**src/rtl/fp_sched_pkg.sv**
```systemverilog
// Shared types and constants for the floating-point add/sub pipeline scheduler.
package fp_sched_pkg;

    localparam int unsigned EXP_W  = 8;
    localparam int unsigned MANT_W = 23;
    localparam int unsigned FP_W   = 1 + EXP_W + MANT_W;

    localparam logic [FP_W-1:0] FP_ZERO = '0;

    typedef enum logic [1:0] {
        ST_IDLE  = 2'd0,
        ST_WAIT  = 2'd1,
        ST_RESP  = 2'd2,
        ST_CLEAR = 2'd3
    } state_e;

endpackage

```
**src/rtl/rr_arbiter.sv**
```systemverilog
// Combinational round-robin grant: first set request at or above ptr, wrapping modulo NREQ.
module rr_arbiter #(
    parameter int unsigned NREQ  = 2,
    parameter int unsigned IDX_W = (NREQ > 1) ? $clog2(NREQ) : 1
) (
    input  logic [NREQ-1:0]  req,
    input  logic [IDX_W-1:0] ptr,
    output logic [NREQ-1:0]  grant,
    output logic [IDX_W-1:0] idx,
    output logic             found
);

    int unsigned pos;

    always_comb begin
        grant = '0;
        idx   = '0;
        found = 1'b0;
        pos   = 0;
        for (int unsigned i = 0; i < NREQ; i++) begin
            pos = 32'(ptr) + i;
            if (pos >= NREQ) pos = pos - NREQ;
            if (!found && req[IDX_W'(pos)]) begin
                found = 1'b1;
                idx   = IDX_W'(pos);
            end
        end
        if (found) grant[idx] = 1'b1;
    end

endmodule

```
**src/rtl/fp_addsub_sched.sv**
```systemverilog
// Round-robin scheduler sharing one FP add/sub pipeline between NREQ requesters,
// with a per-operation timeout and a one-cycle result-consumed clear.
module fp_addsub_sched
    import fp_sched_pkg::*;
#(
    parameter int unsigned NREQ = 2,
    parameter int unsigned N    = 32,
    parameter int unsigned TMO  = 16
) (
    input  logic              clk,
    input  logic              rst_n,
    input  logic [NREQ-1:0]   req_valid,
    output logic [NREQ-1:0]   req_ready,
    input  logic [NREQ*N-1:0] req_a,
    input  logic [NREQ*N-1:0] req_b,
    input  logic [NREQ-1:0]   req_sub,
    output logic              dp_valid,
    output logic [N-1:0]      dp_a,
    output logic [N-1:0]      dp_b,
    output logic              dp_sub,
    input  logic              dp_done,
    input  logic [N-1:0]      dp_result,
    output logic              dp_clear,
    output logic [NREQ-1:0]   resp_valid,
    input  logic [NREQ-1:0]   resp_ready,
    output logic [N-1:0]      resp_data,
    output logic              resp_tmo,
    output logic              busy,
    output logic [15:0]       op_count
);

    localparam int unsigned IDX_W = (NREQ > 1) ? $clog2(NREQ) : 1;
    localparam int unsigned CNT_W = $clog2(TMO);

    state_e            state_q, state_d;
    logic [IDX_W-1:0]  owner_q, owner_d;
    logic [IDX_W-1:0]  ptr_q, ptr_d;
    logic [CNT_W-1:0]  cnt_q, cnt_d;
    logic [NREQ-1:0]   grant;
    logic [IDX_W-1:0]  gidx;
    logic              gfound;

    logic              dp_valid_d, dp_sub_d, dp_clear_d, resp_tmo_d;
    logic [N-1:0]      dp_a_d, dp_b_d, resp_data_d;
    logic [NREQ-1:0]   resp_valid_d;
    logic [15:0]       op_count_d;

    rr_arbiter #(.NREQ(NREQ), .IDX_W(IDX_W)) u_arb (
        .req   (req_valid),
        .ptr   (ptr_q),
        .grant (grant),
        .idx   (gidx),
        .found (gfound)
    );

    // Accept is combinational and only offered from IDLE, never while in reset.
    assign req_ready = (rst_n && state_q == ST_IDLE) ? grant : '0;

    always_ff @(posedge clk or negedge rst_n) begin
        if (!rst_n) state_q <= ST_IDLE;
        else        state_q <= state_d;
    end

    always_comb begin
        state_d = state_q;
        unique case (state_q)
            ST_IDLE:  if (gfound) state_d = ST_WAIT;
            ST_WAIT:  if (dp_done || cnt_q == CNT_W'(TMO - 1)) state_d = ST_RESP;
            ST_RESP:  if (resp_ready[owner_q]) state_d = ST_CLEAR;
            ST_CLEAR: state_d = ST_IDLE;
            default:  state_d = ST_IDLE;
        endcase
    end

    always_comb begin
        owner_d      = owner_q;
        ptr_d        = ptr_q;
        cnt_d        = cnt_q;
        dp_valid_d   = dp_valid;
        dp_a_d       = dp_a;
        dp_b_d       = dp_b;
        dp_sub_d     = dp_sub;
        dp_clear_d   = dp_clear;
        resp_valid_d = resp_valid;
        resp_data_d  = resp_data;
        resp_tmo_d   = resp_tmo;
        op_count_d   = op_count;
        unique case (state_q)
            ST_IDLE: if (gfound) begin
                dp_a_d     = req_a[32'(gidx) * N +: N];
                dp_b_d     = req_b[32'(gidx) * N +: N];
                dp_sub_d   = req_sub[gidx];
                owner_d    = gidx;
                ptr_d      = IDX_W'((32'(gidx) + 1) % NREQ);
                cnt_d      = '0;
                dp_valid_d = 1'b1;
            end
            ST_WAIT: begin
                cnt_d = cnt_q + CNT_W'(1);
                // A result arriving on the timeout cycle still wins.
                if (dp_done) begin
                    resp_data_d           = dp_result;
                    resp_tmo_d            = 1'b0;
                    resp_valid_d          = '0;
                    resp_valid_d[owner_q] = 1'b1;
                    dp_valid_d            = 1'b0;
                end else if (cnt_q == CNT_W'(TMO - 1)) begin
                    resp_data_d           = N'(FP_ZERO);
                    resp_tmo_d            = 1'b1;
                    resp_valid_d          = '0;
                    resp_valid_d[owner_q] = 1'b1;
                    dp_valid_d            = 1'b0;
                end
            end
            ST_RESP: if (resp_ready[owner_q]) begin
                resp_valid_d = '0;
                resp_tmo_d   = 1'b0;
                dp_clear_d   = 1'b1;
                if (op_count != 16'hFFFF) op_count_d = op_count + 16'd1;
            end
            ST_CLEAR: dp_clear_d = 1'b0;
            default: ;
        endcase
    end

    always_ff @(posedge clk or negedge rst_n) begin
        if (!rst_n) begin
            owner_q    <= '0;
            ptr_q      <= '0;
            cnt_q      <= '0;
            dp_valid   <= 1'b0;
            dp_a       <= '0;
            dp_b       <= '0;
            dp_sub     <= 1'b0;
            dp_clear   <= 1'b0;
            resp_valid <= '0;
            resp_data  <= '0;
            resp_tmo   <= 1'b0;
            op_count   <= '0;
            busy       <= 1'b0;
        end else begin
            owner_q    <= owner_d;
            ptr_q      <= ptr_d;
            cnt_q      <= cnt_d;
            dp_valid   <= dp_valid_d;
            dp_a       <= dp_a_d;
            dp_b       <= dp_b_d;
            dp_sub     <= dp_sub_d;
            dp_clear   <= dp_clear_d;
            resp_valid <= resp_valid_d;
            resp_data  <= resp_data_d;
            resp_tmo   <= resp_tmo_d;
            op_count   <= op_count_d;
            busy       <= (state_d != ST_IDLE);
        end
    end

endmodule

```
**config.mk**
```make
export PLATFORM = sky130hd
export DESIGN_NAME = fp_addsub_sched
export DESIGN_NICKNAME = d
export VERILOG_FILES = /design/src/rtl/fp_sched_pkg.sv /design/src/rtl/rr_arbiter.sv /design/src/rtl/fp_addsub_sched.sv
export SDC_FILE = /design/constraint.sdc
export NUM_CORES = 1
export LEC_CHECK = 0
export BUFFER_PORTS_ARGS = -buffer_cell sky130_fd_sc_hd__buf_2
export CAP_MARGIN = 10
export CORE_MARGIN = 2
export CORE_UTILIZATION = 45
export DETAILED_ROUTE_END_ITERATION = 7
export PLACE_DENSITY = 0.9
export SETUP_SLACK_MARGIN = 0.15
export SYNTH_ARGS = -nofsm -noshare
export SYNTH_HDL_FRONTEND = slang
export SYNTH_SLANG_ARGS = --single-unit
```
**constraint.sdc**
```tcl
create_clock -name clk -period 2.4 [get_ports clk]
set_input_delay 0.36 -clock clk [delete_from_list [all_inputs] [get_ports clk]]
set_output_delay 0.36 -clock clk [all_outputs]
set_load 0.01 [all_outputs]
```
==> results of run 1 <==
==> area by class of cell <==
type / instances / area share [%]
Clock buffer: 20 / 5.930
Tap cell: 143 / 2.375
Inverter: 1 / 0.04983
Sequential cell: 127 / 42.19
Timing Repair Buffer: 303 / 20.66
Clock inverter: 12 / 1.578
Multi-Input combinational cell: 268 / 27.21
==> flip-flops by register name (all words and copies together) (netlist names) <==
| signal | flops |
|---|---|
| busy | 1 |
| cnt_q | 4 |
| dp_a | 32 |
| dp_b | 32 |
| dp_clear | 1 |
| dp_sub | 1 |
| dp_valid | 1 |
| op_count | 16 |
| owner_q | 1 |
| ptr_q | 1 |
| resp_data | 32 |
| resp_tmo | 1 |
| resp_valid | 2 |
| state_q | 2 |
==> cell families after synthesis <==
| kind of cell | after synthesis |
|---|---|
| adder cells (fa/ha/maj) | 2 |
| AND/OR/NAND/NOR | 133 |
| buffers and inverters | 33 |
| AO/OA/AOI/OAI | 118 |
| XOR/XNOR | 9 |
| flip-flops | 127 |
| multiplexers | 5 |
==> Yosys cell counts, drive strengths merged (2+ instances only) <==
master | n | area (um2)
nor3 | 4 | 20.02
mux2 | 3 | 37.53
buf | 10 | 51.29
nor4 | 3 | 18.77
and3 | 4 | 26.28
or4 | 2 | 18.77
nor2 | 5 | 18.77
o21a | 5 | 37.54
o21ai | 7 | 35.03
nand3 | 14 | 82.58
nand2b | 5 | 31.28
dfrtp | 127 | 3178
and2 | 69 | 434.2
a221o | 65 | 650.6
a21oi | 5 | 25.02
a22o | 32 | 280.3
xor2 | 3 | 26.28
nand4 | 8 | 56.30
clkbuf | 22 | 82.58
nand2 | 15 | 56.30
ha | 2 | 25.02
xnor2 | 6 | 52.55
a31oi | 2 | 12.51
a21o | 2 | 15.01
mux2i | 2 | 20.02
==> stage by stage <==
step / cells / utilization (%) / power, mW
finish: 874 / 65.68 / 10.07
global route: 874 / 65.68 / 10.65
CTS: 873 / 65.60 / 10.12
detailed placement: 840 / 60.55 / 7.592
global placement: 840 / 60.55 / 7.394
floorplan: 427 / - / 5.934
==> repair_timing <==
action / in CTS / in global routing
pin swaps: 0 / 1
hold buffers: 1 / 0
resized for setup: 1 / 1
endpoints found under the hold margin: 1 / 0
cloned: 0 / 1
endpoints found under the setup margin: 1 / 1
==> critical path, stage by stage, from the launching register on <==
cell and delay, ps:
dfrtp_1 420, nor2_2 290, and3_4 370, and2_1 160
buf_2 120
==> worst min-delay path by stage <==
| stage | from | end | slack, ps | cells after the start |
|---|---|---|---|---|
| 4_1_cts | dp_result[21] | resp_data[21]$_DFFE_PN0P_ | 150 | 2 |
| 5_1_grt | dp_result[29] | resp_data[29]$_DFFE_PN0P_ | 150 | 2 |
| 3_3_place_gp | rst_n | dp_a[21]$_DFFE_PN0P_ | 180 | 1 |
| 3_5_place_dp | rst_n | dp_a[21]$_DFFE_PN0P_ | 180 | 1 |
| 2_1_floorplan | rst_n | busy$_DFF_PN0_ | 60 | 0 |
| 6_report | dp_result[21] | resp_data[21]$_DFFE_PN0P_ | 170 | 2 |
==> layout by cell type, fill, tap and decap left out, drive strengths merged <==
cell type	Yosys	layout
xor2	3	3
xnor2	6	6
dlygate4sd3	0	1
and2	69	69
a221o	65	65
clkinv	0	8
dfrtp	127	127
mux2	3	3
buf	10	302
and4	1	1
bufinv	0	2
a21o	2	2
inv	1	1
or2	1	1
a31oi	2	2
nand3	14	14
clkinvlp	0	2
nand2b	5	5
mux2i	2	2
o21ai	7	7
a22o	32	32
nor4	3	3
nor2	5	5
nand4b	1	1
a21oi	5	5
nor3	4	4
clkbuf	22	20
nand2	15	15
ha	2	2
nor2b	1	1
o21a	5	5
nand4	8	8
or4	2	2
and3	4	5
==> metal layers <==
metal | GRT usage, % | vias to the layer above | share of wire, %
met3 | 6.427 | 32 | 7.4
met4 | 9.350 | 0 | 2.0
met2 | 41.52 | 258 | 51
li1 | - | 2202 | -
met5 | 0 | - | 0
met1 | 30.15 | 2395 | 40
==> power groups by stage <==
stage                     Clock, mW  Sequential [mW]  Combinational (mW)
after floorplan                   0             4.00                1.93
after global placement            0             3.59                3.80
after detailed placement          0             3.65                3.95
after CTS                      2.48             3.65                3.99
after global routing           2.58             3.75                4.32
final                          2.44             3.66                3.97
==> flow_summary.yaml, run 1 <==
worst_setup_path:
  reg2reg_slack_ps: 370
  timing.rr.end: "op_count[1]$_DFFE_PN0P_"
  critPathLaunch: "state_q[0]$_DFF_PN0_"
  critPathKind: "flop to primary output"
  start_kind: "flop"
  arrival_ps: 1770
  crit_path_max_fanout: 11
  crit_end: "req_ready[1]"
  worst_r2r_path_depth: 5
  setup_crit_end_kind: "primary output"
  reg2reg_from: "op_count[0]$_DFFE_PN0P_"
  critical_path_required_ps: 2040
sta:
  setup_failing_eps_final: 0
  clock_skew_ps: 6.767
  whs_ps: 169.4
  clock.fmax_mhz: 469.3
  grt_setup_unrepaired: "false"
  finalCritPeriodShare_pct: 88.78
  final_max_slew_viol_count: 0
  fin_setup_tns_ps: 0
  final.min_clock_period_ps: 2131
  max_slew_margin_pct: 49.38
  final_worst_setup_slack_ps: 269.4
  max_slew.worst_pin.slew_ps: 752.4
  report.final.hold_viol_count: 0
yosys:
  yosysWarnings: 0
  ys_dominant_reg_cell: "dfrtp_1"
  yosys.area_share.simple_pct: 14.91
  postSynthCellCount: 427
  yosysUniqueCellTypes: 39
  synth_adder_area_share_pct: 0.4697
  synth_compound_area_share_pct: 19.82
  mappedNetlistArea_um2: 5328
  postSynthAreaPerCell_um2: 12.48
  ys_async_sr_fraction_pct: 100.0
  synth.area.mux_share_pct: 1.080
  postSynthRegisterBits: 127
  synth.yosys.seq_area_share_pct: 59.65
  post_synth_xor_area_fraction_pct: 1.480
  synth-edff-count: 0
  largest_family_of_logic_cells_by_synthesized_area: "compound AO/OA/AOI/OAI gates"
  mappedNetlistNets: 598
power_and_ir_drop:
  switch_share_pct: 34.86
  internal_power_mw: 6.561
  vdd.ir_drop.worst_v: 0.001116
  p_comb_share_pct: 39.4
  power.clock.fraction_pct: 24.2
  cellLeakagePower_nw: 3.872
  power_density_nw_per_um2: 1337
  p_switching_mw: 3.511
  seq_power_share_pct: 36.3
die:
  io_pins: 290
  die_height_um: 112.8
  fp-row-count: 39
  initial_utilization_pct: 46.46
  core_box_area_um2: 11470
  die_area_um2: 12730
  chipWidth_um: 112.8
cells_and_area:
  ff_latch_area_um2: 3178
  post_route_cells_drive_above_1_share_pct: 47.47
  area_delta_synth_final_pct: 41.38
  finish.net_count: 889
  finish.instance_area_um2: 7532
  filler_cell_count: 857
  num_antenna_cells: 0
  multi_input_comb_area_um2: 2049
global_route:
  via_count_of_the_first_global_routing_pass: 4896
  grt_antenna_before_repair: 2
  grt_first_pass_wirelength_um: 24580
  grt_use_total_pct: 24.49
  global_route.overflow_total: 0
  grt_max_degree: 59
clocking:
  clockBufferDepth: 2
  post_cts.repair.setup_buffers: 0
  clockRootBuffer: "clkbuf_16"
  tritoncts_clock_tree: "yes"
  cts_made_buffers: 17
  path_clk_slew_ps: 60
  cts_htree_levels: 4
  clkLatencyLatePin_ps: 410
  clock_sink_count: 127
job:
  cap_violations: 0
drt:
  detail_route.wirelength_um: 15810
  route.detailed.wl_per_inst_um: 18.09
  drt_drc_violations_left: 0
  ant_nets: 0
  drt-initial-drc-count: 322
  num_vias: 4887
  vias_per_cell: 5.592
  dr.pass1.iters: 5
place:
  post-place-ws_ps: 408.7
  place_area_um2: 6943
  input_output_buffers: 289
  place.gp.congestion: 0.8881
  hpwlAfterDp_um: 11320
status:
  outcome: "completed"
min_path:
  min-delay-path-class: "primary input to flop"
No activity file was read; power rests on OpenSTA's default activity.
==> run 2: changes to the inputs <==
--- a/config.mk
+++ b/config.mk
@@ -11,6 +11,7 @@
 export CORE_UTILIZATION = 45
 export DETAILED_ROUTE_END_ITERATION = 7
 export PLACE_DENSITY = 0.9
+export RECOVER_POWER = 25
 export SETUP_SLACK_MARGIN = 0.15
 export SYNTH_ARGS = -nofsm -noshare
 export SYNTH_HDL_FRONTEND = slang
==> constraint.sdc (replaced) <==
create_clock -name clk -period 2.02 [get_ports clk]
set_input_delay 0.303 -clock clk [delete_from_list [all_inputs] [get_ports clk]]
set_output_delay 0.303 -clock clk [all_outputs]
set_load 0.01 [all_outputs]
==> run 2 against run 1 <==
Hold slack got worse by 60 ps. First-iteration DRC count increased by 22%. Global-route usage decreased by 0.078 points. Register-to-register slack got worse by 160 ps. Routed wire length decreased by 0.46%. Non-clock buffer count increased by 12.
==> flow_summary.yaml, run 2 (synthesized netlist as in run 1, its figures left out) <==
status:
  outcome: "completed"
power_and_ir_drop:
  power_mw: 12.30
  cellLeakagePower_nw: 3.959
  power_density_nw_per_um2: 1592
  vdd.ir_drop.worst_v: 0.001007
sta:
  clock.fmax_mhz: 549.8
  clock_skew_ps: 5.463
  whs_ps: 109.4
  max_slew_margin_pct: 56.25
  final_max_slew_viol_count: 0
  max_slew.worst_pin.slew_ps: 656.2
  final.min_clock_period_ps: 1819
  final_worst_setup_slack_ps: 201.3
  grt_setup_unrepaired: "true"
  finalCritPeriodShare_pct: 90.03
  fin_setup_tns_ps: 0
  report.final.hold_viol_count: 0
  setup_failing_eps_final: 0
drt:
  ant_nets: 0
  vias_per_cell: 5.549
  num_vias: 4916
  drt-initial-drc-count: 393
  drt_drc_violations_left: 0
  dr.pass1.iters: 5
  detail_route.wirelength_um: 15740
  route.detailed.wl_per_inst_um: 17.77
worst_setup_path:
  critical_path.n_buffers_inverters: 1
  arrival_ps: 1520
  crit_family: "simple AND/OR/NAND/NOR gates"
  start_kind: "flop"
  worst_path_largest_cell_delay_ps: 440
  critical_path.cell_chain: "nor2_4 -> and3_4 -> and2_1 -> buf_2"
  setup_crit_end_kind: "primary output"
  critPathKind: "flop to primary output"
  critical_path_required_ps: 1720
  crit_path_max_fanout: 5
  slowest_stage: "dfrtp_2"
global_route:
  grt_max_degree: 128
  groute.layer.met3.usage_pct: 7.017
  grt_busiest_layer: "met2"
  grt_antenna_before_repair: 1
  grt_use_total_pct: 24.41
  use_met1_pct: 29.99
  grt_first_pass_wirelength_um: 24670
  global_route.overflow_total: 0
  met2_usage_pct: 40.48
  via_count_of_the_first_global_routing_pass: 4977
clocking:
  postCtsHoldBufs: 0
  cts_htree_levels: 4
  clkLatencyLatePin_ps: 410
  clockBufferDepth: 2
  tritoncts_clock_tree: "yes"
  cts_made_buffers: 17
  path_clk_slew_ps: 50
  clock_sink_count: 127
  clockRootBuffer: "clkbuf_16"
cells_and_area:
  area_delta_synth_final_pct: 44.93
  commonest_non_fill_non_tap_cell_in_the_layout: "buf_2"
  layout.cells.most_common_list: "287 x buf_2, 125 x dfrtp_1, 66 x and2_1"
  ff_latch_area_um2: 3181
  multi_input_comb_area_um2: 2069
  layout_top_registers: "dp_a x32, dp_b x32, resp_data x32"
  finish.instance_area_um2: 7721
  filler_cell_count: 831
  finish.net_count: 900
  number_of_cells_in_the_finished_layout_apart_from_fillers: 886
  postLayoutCoreUtil_pct: 67.33
  post_route_cells_drive_above_1_share_pct: 48.79
place:
  post-place-ws_ps: 128.2
  input_output_buffers: 289
  place.gp.congestion: 0.8769
  place_area_um2: 7019
  hpwlAfterDp_um: 11150
  placed_cells_incl_taps: 843
die:
  chipWidth_um: 112.8
  core_box_area_um2: 11470
  io_pins: 290
  fp-row-count: 39
  die_height_um: 112.8
  die_area_um2: 12730
  initial_utilization_pct: 46.46
job:
  cap_violations: 0
min_path:
  min-delay-path-class: "primary input to flop"
[run 2: what timing repair did]
item                       CTS  global route
setup buffers                5             5
pin swaps                    2             2
gates cloned                 0             0
gates resized for setup      4             5
setup endpoints to repair    3            38
[run 2: area by class of cell]
class / instances / share of cell area, %
Timing Repair Buffer: 315 / 21.97
Antenna cell: 1 / 0.03241
Sequential cell: 127 / 41.19
Clock buffer: 26 / 6.595
Tap cell: 143 / 2.317
Multi-Input combinational cell: 267 / 26.80
Inverter: 1 / 0.04861
Clock inverter: 6 / 1.037
[run 2: layer usage]
metal / vias to the layer above / part of all wire (%)
li1: 2221 / -
met5: - / 0
met2: 286 / 50
met1: 2369 / 40
met4: 0 / 2.5
met3: 40 / 8.0
[run 2: path summary, 6_finish.rpt]
kind	slack [ps]	cells past startpoint	to	from
max in group asynchronous	1350	2	op_count[0]$_DFFE_PN0P_	rst_n
setup / recovery	200	4	req_ready[1]	state_q[0]$_DFF_PN0_
hold reg to reg	480	1	ptr_q$_DFFE_PN0P_	ptr_q$_DFFE_PN0P_
min in group asynchronous	170	2	resp_data[13]$_DFFE_PN0P_	rst_n
hold / removal	110	2	resp_data[28]$_DFFE_PN0P_	dp_result[28]
setup reg to reg	210	7	dp_a[14]$_DFFE_PN0P_	state_q[0]$_DFF_PN0_
[run 2: power by group]
part           total [mW]  internal [mW]  leakage [nW]  switching (mW)
combinational        4.97           2.49          2.09            2.48
sequential           4.33           3.67          1.58           0.657
clock                3.00           1.97         0.294            1.03
==> run 3: changes to the inputs <==
--- a/config.mk
+++ b/config.mk
@@ -5,12 +5,14 @@
 export SDC_FILE = /design/constraint.sdc
 export NUM_CORES = 1
 export LEC_CHECK = 0
+export ABC_AREA = 1
 export BUFFER_PORTS_ARGS = -buffer_cell sky130_fd_sc_hd__buf_2
 export CAP_MARGIN = 10
 export CORE_MARGIN = 2
-export CORE_UTILIZATION = 45
+export CORE_UTILIZATION = 48
+export CTS_BUF_LIST = sky130_fd_sc_hd__clkbuf_2
 export DETAILED_ROUTE_END_ITERATION = 7
-export PLACE_DENSITY = 0.9
+export PLACE_DENSITY = 0.92
 export RECOVER_POWER = 25
 export SETUP_SLACK_MARGIN = 0.15
 export SYNTH_ARGS = -nofsm -noshare
==> run 3 against run 2 <==
The run now ends with capacitance limit, slew limit, setup timing left. Via count rose by 51%. Global-route usage grew 14 points. First-iteration DRC count is 120% higher. Combinational power increased by 14%. Sequential share of layout area down 7.7 points. Critical path depth increased by 12. Total power decreased by 4.6%. Setup slack worse by 280 ps. Critical endpoint is now dp_valid$_DFFE_PN0P_. Largest power group unchanged.
==> flow_summary.yaml, run 3 <==
status:
  outcome: "finished, violations left"
  violations: "capacitance limit, slew limit, setup timing"
power_and_ir_drop:
  power_density_nw_per_um2: 1235
  vdd.ir_drop.worst_v: 0.0007343
  p_switching_mw: 5.142
  power.clock.fraction_pct: 13.8
  internal_power_mw: 6.592
  p_comb_share_pct: 48.4
  switch_share_pct: 43.82
  cellLeakagePower_nw: 5.224
  seq_power_share_pct: 37.7
sta:
  report.final.hold_viol_count: 0
  final_worst_setup_slack_ps: -82.75
  clock_skew_ps: 37.10
  clock.fmax_mhz: 475.6
  whs_ps: 80.76
  setup_failing_eps_final: 5
  max_slew_margin_pct: -4.881
  finalCritPeriodShare_pct: 104.1
  fin_setup_tns_ps: -249.7
  max_slew.worst_pin.slew_ps: 1573
  grt_setup_unrepaired: "true"
  final_max_slew_viol_count: 128
  final.min_clock_period_ps: 2103
min_path:
  min-delay-path-class: "primary input to flop"
die:
  io_pins: 290
  core_box_area_um2: 11960
  die_area_um2: 13100
  chipWidth_um: 114.5
  fp-row-count: 40
  initial_utilization_pct: 48.96
  die_height_um: 114.5
drt:
  ant_nets: 0
  route.detailed.wl_per_inst_um: 19.32
  drt-initial-drc-count: 868
  vias_per_cell: 5.618
  dr.pass1.iters: 8
  detail_route.wirelength_um: 25510
  drt_drc_violations_left: 0
  num_vias: 7416
cells_and_area:
  commonest_non_fill_non_tap_cell_in_the_layout: "nand2_1"
  post_route_cells_drive_above_1_share_pct: 33.59
  finish.net_count: 1327
  layout.cells.most_common_list: "309 x nand2_1, 287 x buf_2, 164 x dlygate4sd3_1"
  area_delta_synth_final_pct: 62.17
  finish.instance_area_um2: 9498
  postLayoutCoreUtil_pct: 79.40
  layout_top_registers: "dp_a x32, dp_b x32, resp_data x32"
place:
  place.gp.congestion: 0.8478
  input_output_buffers: 289
  post-place-ws_ps: 52.71
  hpwlAfterDp_um: 11510
  place_area_um2: 7391
global_route:
  grt_antenna_before_repair: 5
  grt_first_pass_wirelength_um: 38090
  global_route.overflow_total: 0
  grt_use_total_pct: 38.43
  grt_max_degree: 128
  via_count_of_the_first_global_routing_pass: 7463
worst_setup_path:
  reg2reg_slack_ps: -80
  critPathKind: "flop to flop"
  arrival_ps: 2720
  start_kind: "flop"
  critical_path_required_ps: 2640
  setup_crit_end_kind: "flop"
  crit_path_max_fanout: 3
yosys:
  netlist_top_cells_count: "309 x nand2_1, 127 x dfrtp_1, 94 x nand3_1"
  mappedNetlistArea_um2: 5857
  synth.yosys.seq_area_share_pct: 54.26
  ys_async_sr_fraction_pct: 100.0
  synth.area.top_cells: "dfrtp_1 54%, nand2_1 20%, nand3_1 8.0%"
  yosys.cell_count.top_type: "nand2_1"
  synth-edff-count: 0
  yosysWarnings: 0
  yosys.area.top_type: "dfrtp_1"
  ys_dominant_reg_cell: "dfrtp_1"
  yosysUniqueCellTypes: 25
  mappedNetlistNets: 859
  postSynthAreaPerCell_um2: 8.513
  synth.top_cell.area_share_pct: 54.26
  postSynthRegisterBits: 127
  postSynthCellCount: 688
clocking:
  cts_htree_levels: 4
  path_clk_slew_ps: 170
  clockRootBuffer: "clkbuf_2"
  clockBufferDepth: 2
  tritoncts_clock_tree: "yes"
  clock_sink_count: 127
  clkLatencyLatePin_ps: 730
  cts_made_buffers: 17
job:
  cap_violations: 1
==> run 3: cell count changes after synthesis, sizes merged, moves of 22 or more <==
cell	before	now
a221o	65	0
a22o	32	0
a22oi	0	22
and2	69	0
inv	1	26
nand2	15	331
nand3	14	95
==> run 3: timing repair <==
item / 4_1_cts / 5_1_grt
buffers inserted: 19 / 2
gates resized for setup: 9 / 12
hold buffers: 164 / 0
endpoints found under the setup margin: 17 / 31
pin swaps: 6 / 5
hold endpoints to repair: 225 / 0
==> run 3: final cells by class <==
cell class,instances,area (um2)
Sequential cell,127,3181
Multi-Input combinational cell,501,2379
Timing Repair Buffer,483,3415
Clock inverter,9,118.9
Antenna cell,6,15.01
Clock buffer,21,105.1
Fill cell,667,2464
Tap cell,147,183.9
Inverter,26,101.3
==> run 3: cell families after synthesis <==
| logic type | count (synthesis) | share of synthesized area [%] |
|---|---|---|
| compound gates | 32 | 4.059 |
| xor+xnor | 7 | 1.047 |
| fa+ha+maj | 2 | 0.4272 |
| flops | 127 | 54.26 |
| simple gates | 460 | 34.61 |
| buf+inv | 60 | 5.597 |
==> run 3: worst paths after layout <==
| check | to | cells past startpoint | start |
|---|---|---|---|
| max | dp_valid$_DFFE_PN0P_ | 16 | state_q[0]$_DFF_PN0_ |
| min in group asynchronous | state_q[0]$_DFF_PN0_ | 3 | rst_n |
| min reg2reg | resp_data[0]$_DFFE_PN0P_ | 2 | resp_data[0]$_DFFE_PN0P_ |
| max reg2reg | dp_valid$_DFFE_PN0P_ | 16 | state_q[0]$_DFF_PN0_ |
| min | ptr_q$_DFFE_PN0P_ | 6 | req_valid[0] |
| max in group asynchronous | op_count[0]$_DFFE_PN0P_ | 3 | rst_n |
==> run 3: power by group through the flow <==
stage / sequential (mW) / clock, mW / combinational [mW]
after global placement: 4.28 / 0 / 4.46
after detailed placement: 4.29 / 0 / 4.61
after global routing: 4.49 / 1.75 / 6.08
after floorplan: 4.77 / 0 / 2.28
final: 4.43 / 1.62 / 5.68
after CTS: 4.26 / 1.60 / 5.11
==> run 3: layer usage <==
metal	track usage (%)	wire length (um)	vias up
li1	-	-	3143
met1	40.17	8170	3414
met2	63.79	12200	625
met3	12.33	2731	232
met4	30.16	2395	2
met5	0	10	-
==> run 3: critical path: stages (launching register included) <==
cell and delay, ps:
dfrtp_1 430, nor2_4 80, o21ai_4 60, inv_2 60
buf_4 130, buf_6 100, buf_4 120, buf_6 100
buf_6 100, buf_4 120, buf_4 120, buf_6 100
buf_4 120, buf_6 100, buf_6 110, o21ai_2 100
inv_1 50
==> run 3: metrics by stage <==
| step | total power, mW | std cells |
|---|---|---|
| after floorplan | 7.050 | 688 |
| after global placement | 8.740 | 1099 |
| after detailed placement | 8.903 | 1099 |
| after CTS | 10.98 | 1312 |
| after global routing | 12.33 | 1318 |
| final | 11.73 | 1320 |
